File: src/rtl/stopwatch_fnd_ctrl.sv
// Purpose: scans stopwatch sec/msec onto a 4-digit common-anode 7-segment display as SS.mm, with the dp blinking at 1 Hz.
// Latency: one cycle from digit_sel/shadow to fnd_com/fnd_data; time inputs are snapshotted once per scan frame.
// Backpressure: none, the inputs are sampled only at the D3->D0 wrap. Define FND_LEADING_ZERO_BLANK_EN to blank a leading zero in the sec tens digit.
module stopwatch_fnd_ctrl #(
    parameter int CLK_HZ         = 100_000_000,
    parameter int SCAN_HZ        = 1000,
    parameter int DP_BLINK_SPLIT = 50
) (
    input  logic       clk,
    input  logic       rst,
    input  logic [6:0] msec,
    input  logic [5:0] sec,
    output logic [3:0] fnd_com,
    output logic [7:0] fnd_data
);
    localparam int SCAN_DIV = CLK_HZ / SCAN_HZ;
    localparam int CNT_W    = $clog2(SCAN_DIV);

    typedef enum logic [1:0] {
        D0 = 2'd0,
        D1 = 2'd1,
        D2 = 2'd2,
        D3 = 2'd3
    } digit_t;

    logic [CNT_W-1:0] scan_cnt;
    logic             scan_tick;
    digit_t           digit_sel;
    logic [6:0]       shadow_msec;
    logic [5:0]       shadow_sec;
    logic [3:0]       msec_tens, msec_ones, sec_tens, sec_ones;
    logic [3:0]       digit_val;
    logic             dp_on;
    logic [7:0]       seg_next;

    // Segment pattern g..a, active-low, without the dp bit.
    function automatic logic [6:0] seg7(input logic [3:0] d);
        case (d)
            4'd0:    seg7 = 7'h40;
            4'd1:    seg7 = 7'h79;
            4'd2:    seg7 = 7'h24;
            4'd3:    seg7 = 7'h30;
            4'd4:    seg7 = 7'h19;
            4'd5:    seg7 = 7'h12;
            4'd6:    seg7 = 7'h02;
            4'd7:    seg7 = 7'h78;
            4'd8:    seg7 = 7'h00;
            4'd9:    seg7 = 7'h10;
            default: seg7 = 7'h7F;
        endcase
    endfunction

    assign scan_tick = (scan_cnt == CNT_W'(SCAN_DIV - 1));

    assign msec_tens = 4'(shadow_msec / 7'd10);
    assign msec_ones = 4'(shadow_msec % 7'd10);
    assign sec_tens  = 4'(shadow_sec / 6'd10);
    assign sec_ones  = 4'(shadow_sec % 6'd10);

    assign dp_on = (digit_sel == D2) && (shadow_msec < 7'(DP_BLINK_SPLIT));

    always_comb begin
        digit_val = 4'd0;
        case (digit_sel)
            D0: digit_val = msec_ones;
            D1: digit_val = msec_tens;
            D2: digit_val = sec_ones;
            D3: digit_val = sec_tens;
            default: digit_val = 4'd0;
        endcase
        seg_next = {~dp_on, seg7(digit_val)};
`ifdef FND_LEADING_ZERO_BLANK_EN
        // Digit stays enabled while blanked so every digit keeps the same duty cycle.
        if (digit_sel == D3 && sec_tens == 4'd0) begin
            seg_next = 8'hFF;
        end
`endif
    end

    always_ff @(posedge clk) begin
        if (!rst) begin
            scan_cnt    <= '0;
            digit_sel   <= D0;
            shadow_msec <= 7'd0;
            shadow_sec  <= 6'd0;
            fnd_com     <= 4'b1111;
            fnd_data    <= 8'hFF;
        end else begin
            scan_cnt <= scan_tick ? '0 : scan_cnt + 1'b1;
            if (scan_tick) begin
                case (digit_sel)
                    D0: digit_sel <= D1;
                    D1: digit_sel <= D2;
                    D2: digit_sel <= D3;
                    D3: begin
                        // Whole-frame snapshot so a frame never shows a torn value.
                        digit_sel   <= D0;
                        shadow_msec <= (msec > 7'd99) ? 7'd99 : msec;
                        shadow_sec  <= (sec > 6'd59) ? 6'd59 : sec;
                    end
                    default: digit_sel <= D0;
                endcase
            end
            fnd_com  <= ~(4'b0001 << digit_sel);
            fnd_data <= seg_next;
        end
    end
endmodule

File: config.mk
export PLATFORM = sky130hd
export DESIGN_NAME = stopwatch_fnd_ctrl
export DESIGN_NICKNAME = d
export VERILOG_FILES = /design/src/rtl/stopwatch_fnd_ctrl.sv
export SDC_FILE = /design/constraint.sdc
export NUM_CORES = 1
export LEC_CHECK = 0
export ABC_AREA = 1
export ABC_CLOCK_PERIOD_IN_PS = 3700
export CAP_MARGIN = 25
export CORE_AREA = 2 2 74 69
export DETAILED_ROUTE_END_ITERATION = 8
export DIE_AREA = 0 0 76 71
export GPL_ROUTABILITY_DRIVEN = 0
export PLACE_DENSITY_LB_ADDON = 0.12
export SYNTH_ARGS = -nofsm -noshare
export SYNTH_HDL_FRONTEND = slang
export SYNTH_SLANG_ARGS = --single-unit
export TNS_END_PERCENT = 100
File: constraint.sdc
create_clock -name clk -period 3.7 [get_ports clk]
set_input_delay 0.555 -clock clk [delete_from_list [all_inputs] [get_ports clk]]
set_output_delay 0.555 -clock clk [all_outputs]
set_load 0.03 [all_outputs]
---- Word-level counts from Yosys, hierarchy flattened ----
Memories as Yosys holds them, arrays and structs flattened. A register that Yosys moved wholly into a read port is not among the register bits.
Cells that the tools add are included.
word-level totals
  output and inout port bits .............. 12
  latch bits .............................. 0
  bits in writable memories ............... 0
  input bits .............................. 15
  memories kept ........................... 1
  bits in read-only memories .............. 112
  flip-flop bits (word level) ............. 44
  word-level logic and storage cells ...... 32
operators by class
  bitwise gates (word level) .............. 3
  $lt $le $gt $ge ......................... 3
  divide/modulo/power cells ............... 4
  muxes and demuxes ....................... 4
  add/subtract/negate cells ............... 1
  shift-type cells ........................ 1
  multipliers ............................. 0
  reductions and logical operators ........ 5
  equality and inequality tests ........... 4
memories
  memory            words  width  rd ports  clocked after memory_dff  wr ports  RTL line  text
  (name not given)  16     7      1         1                         0         38        case (d)
operators by type and width
  kind                                                                           number
  17-bit by 1-bit adder with 17-bit output (second input constant)               1
  17-bit equality test (second input constant)                                   1
  4-bit case mux with 4 select lines                                             1
  2-bit case mux with 4 select lines                                             1
  7-bit by 4-bit divider with 7-bit output (second input constant)               1
  7-bit > comparator (second input constant)                                     1
  7-bit by 6-bit less-than comparator with 1-bit output (second input constant)  1
  7-bit by 4-bit modulo with 7-bit output (second input constant)                1
  7-bit two-way mux                                                              1
  6-bit by 4-bit divider with 6-bit output (second input constant)               1
  6-bit > comparator (second input constant)                                     1
  6-bit by 4-bit modulo with 6-bit output (second input constant)                1
  6-bit two-way mux                                                              1
  2-bit equality test (second input constant)                                    2
  4-bit NOT                                                                      1
  1-bit by 2-bit << shifter with 4-bit output (first input constant)             1
  2-bit by 1-bit equality test with 1-bit output (second input constant)         1
  2-bit logical NOT                                                              1
  1-bit NOT                                                                      2
  2-bit AND reduction                                                            1
  2-bit OR reduction                                                             1
  1-bit logical AND                                                              1
  1-bit logical NOT                                                              1

---- Depth between registers and ports, before layout ----
  word-level depth ........................ 3
  depth in mapped cells ................... 31
  mapped depth without buffers ............ 31

---- Worst setup path after synthesis ----
Ideal clock, no wire load.
  path type ............................... register to register
  start ................................... register digit_sel[0]
  end ..................................... register fnd_data[3]
  data arrival time ....................... 3.008 ns
  path buffers ............................ 1
  period minus slack after synthesis ...... 3.145 ns
  setup slack ............................. 0.555 ns
  stages on the path, launching flop included .. 29
  cells stage by stage .................... dfxtp_1 > inv_1 > ha_1 > buf_6 > nand2_1 > nand2_1 > nor2_1 > nand2_2 > nand2_2 > nand2_2 > nand3_2 > nand2_1 > nand2_1 > nand2_1 > nand2_2 > inv_1 > ha_1 > inv_1 > nand3_1 > nand2_1 > inv_2 > nand2_2 > nand2_1 > nand3_1 > nand2_1 > ha_1 > nand3b_1 > nand3_1 > nand3_2
RTL lines
  what                    RTL line  text
  start, declared         28        digit_t digit_sel;
  start signal, assigned  83        digit_sel <= D0;
  start signal, assigned  92        D0: digit_sel <= D1;
  start signal, assigned  93        D1: digit_sel <= D2;
  end, declared           14        output logic [7:0] fnd_data

==> impl_results.md <==
* Synth top area share at 34.77%
* Grt ovf at 0
* Clock sinks at 44
* Lkg Pwr at 1.253 nW
* Psw at 0.2045 mW
* Clock share of power at 41.5%
* Synth Register Bits at 44
* HP Class: register to register
* Layout fillers at 430
* Total GRT Usage at 19.21%
* Die area at 5396 um^2
* Status: completed
* Clk buf depth at 2
* Final instance count without filler cells at 454
* Max-cap violations at 0
* Die Span Y at 71 um
* Place WS at 0.2440 ns
* VDD IR max at 0.2378 mV
* Core Area at 4654 um^2
* Seq pwr share at 52.8%
* Finished Cell Area at 2985 um^2
* Crit Path Class: register to register
* Post-synthesis cell area at 2534 um^2
* Share of layout cells above drive strength 1 at 10.54%
* Final slew viol count at 0
* Mapped Cells at 360
* Total CTS buffers at 5
* Routed len/inst at 10.84 um
* Setup TNS at 0 ns
* Drt pass-1 iters at 4
* Area growth from synthesis to layout at 17.83%
* Synth unique cells at 35
* Slew Limit Headroom at 64.31%
* ANT cells at 0
* Worst-case hold slack at 0.4588 ns
* Pint at 0.7088 mW
* Req. time, crit path at 3.90 ns
* Fin Clk Skew at 0.007692 ns
* Post-DP HPWL at 3824 um
* Vias per cell at 5.057
* Vias in the first global route at 2026
* Clock slew at reported path FFs at 0.09 ns
* DR iter-0 viols at 170
* Initial Util at 54.44%
* Total Power at 0.9134 mW
* Worst path arrival time at 3.52 ns
* Final worst-path cycle share at 89.89%
* Post-route ant nets at 0
* Initial antenna violation count at 0
* # setup viols final at 0
* DIE WIDTH at 76 um
* Switch share at 22.39%
* Dpl cells at 446
* Setup slack after layout at 0.3740 ns
* Comb pwr share at 5.7%
* Syn avg cell area at 7.038 um^2
* Htree depth at 2
* Clk_lat worst skew at 0.30 ns
* Area leader, netlist: dfxtp_1
* Critical Path End Type: register
* Area contributors post-synth: dfxtp_1 (35%), nand2_1 (11%), inv_1 (7.0%)
* Setup repair after global routing missed its margin: no
* Row count at 24
* Seq/Total Area, Yosys at 34.77%
* Layout Nets at 414
* IO Pins at 27
* Setup crit start kind: register
* Pwr dens at 305.9 nW/um^2
* IO Port Bufs at 26
* Min cycle time layout at 3.326 ns
* Via count at 2296
* Root Buffer Master: clkbuf_8
* Largest net degree at the start of global routing at 22
* Max Freq at 300.7 MHz
* Drt total wl at 4921 um
* First-pass GRT wire length at 8556 um
* Synth Net Count at 386
* CTS tree: built
* CP max FO at 10
* Final Hold Viols at 0
* Residual DRC at 0
* Worst Tran Pin Value at 0.5333 ns
* Yosys warning count at 0
* Finished Core Util at 64.14%
* Placed cell area at 2855 um^2
-- cells by family after synthesis --
kind of cell / count (synthesis) / synth area share (%)
buffers and inverters: 59 / 9.086
flip-flops: 44 / 34.77
XOR/XNOR: 8 / 3.309
adder cells (fa/ha/maj): 11 / 5.432
AND/OR/NAND/NOR: 196 / 36.84
multiplexers: 1 / 0.3951
AO/OA/AOI/OAI: 41 / 10.17
-- Yosys cell counts, drive strengths merged --
cell,count
a211oi,10
nor3b,2
nand4,4
xnor3,1
ha,11
a21boi,1
nor3,19
and2,1
o21ai,10
nand3,42
inv,52
o311ai,1
clkbuf,4
and3,1
nor4,2
buf,3
nand3b,1
nand2,86
a21oi,13
o211ai,3
mux2i,1
dfxtp,44
xor2,7
nor2,38
o21a,2
a31oi,1
-- power groups by stage --
stage	combinational (mW)	clock, mW	sequential (mW)
6_report	0.0520	0.379	0.483
5_1_grt	0.0557	0.405	0.484
4_1_cts	0.0524	0.386	0.483
3_5_place_dp	0.0522	0	0.494
3_3_place_gp	0.0516	0	0.494
2_1_floorplan	0.0148	0	0.502
-- timing repair --
| item | CTS | global route |
|---|---|---|
| endpoints found under the setup margin | 0 | 6 |
| hold buffers | 0 | 0 |
| resized for setup | 0 | 3 |
| buffers inserted | 0 | 0 |
| hold endpoints to repair | 0 | 0 |
-- final timing paths --
path / slack, ns / from / depth (start not counted) / end
min reg2reg: 0.46 / scan_cnt[0] / 1 / scan_cnt[0]
min: 0.46 / scan_cnt[0] / 1 / scan_cnt[0]
max: 0.37 / digit_sel[0] / 25 / fnd_data[3]
max reg2reg: 0.37 / digit_sel[0] / 25 / fnd_data[3]
-- worst max-delay path: stages (launching register included) --
cell and delay [ns]:
dfxtp_1 0.38, inv_1 0.11, ha_4 0.21, o21ai_2 0.30
nand3_2 0.13, nand2_2 0.08, nand2_2 0.07, a21boi_2 0.15
nand2_1 0.09, nand2_1 0.07, nand2_1 0.06, nand2_2 0.10
inv_1 0.06, ha_1 0.18, inv_1 0.05, nand3_1 0.08
nand2_1 0.08, inv_2 0.06, nand2_2 0.07, nand2_1 0.07
nand3_1 0.09, nand2_1 0.10, ha_1 0.29, nand3b_1 0.19
nand3_1 0.11, nand3_2 0.06
-- metal layers --
metal	share of wire, %	vias to the layer above	GRT usage (%)
li1	-	1230	-
met1	50	1017	26.47
met2	44	42	30.36
met3	4.1	7	3.954
met4	1.2	0	6.465
met5	0	-	0
-- area by class of cell --
type | instances | area (um^2) | area share [%]
Multi-Input combinational cell | 257 | 1438 | 48.16
Sequential cell | 44 | 880.8 | 29.51
Timing Repair Buffer | 28 | 275.3 | 9.220
Inverter | 52 | 195.2 | 6.538
Tap cell | 65 | 81.33 | 2.724
Clock buffer | 5 | 68.82 | 2.305
Clock inverter | 3 | 46.29 | 1.551
-- sequential cells by signal, summed over array words and instances, names as in the netlist --
signal / count
shadow_sec: 6
shadow_msec: 7
scan_cnt: 17
fnd_data: 8
fnd_com: 4
digit_sel: 2
-- placed cells by master (no fill, tap or decap), types with 2 or more instances in the layout --
cell | Yosys | layout
a211oi_1 | 10 | 10
clkbuf_8 | 0 | 5
nor4_1 | 2 | 2
ha_1 | 11 | 9
buf_4 | 0 | 2
nand4_1 | 4 | 4
inv_2 | 5 | 5
nand2_2 | 10 | 10
nand3_2 | 10 | 10
nor3_1 | 19 | 19
xor2_1 | 7 | 7
o21a_1 | 2 | 2
o21ai_0 | 7 | 7
a21oi_1 | 13 | 13
nor3b_1 | 2 | 2
clkdlybuf4s50_1 | 0 | 26
inv_1 | 47 | 47
nand2_1 | 75 | 75
dfxtp_1 | 44 | 44
o211ai_1 | 3 | 3
nand3_1 | 32 | 32
nor2_1 | 37 | 37
o21ai_1 | 2 | 2
No activity file was read; power rests on OpenSTA's default activity.
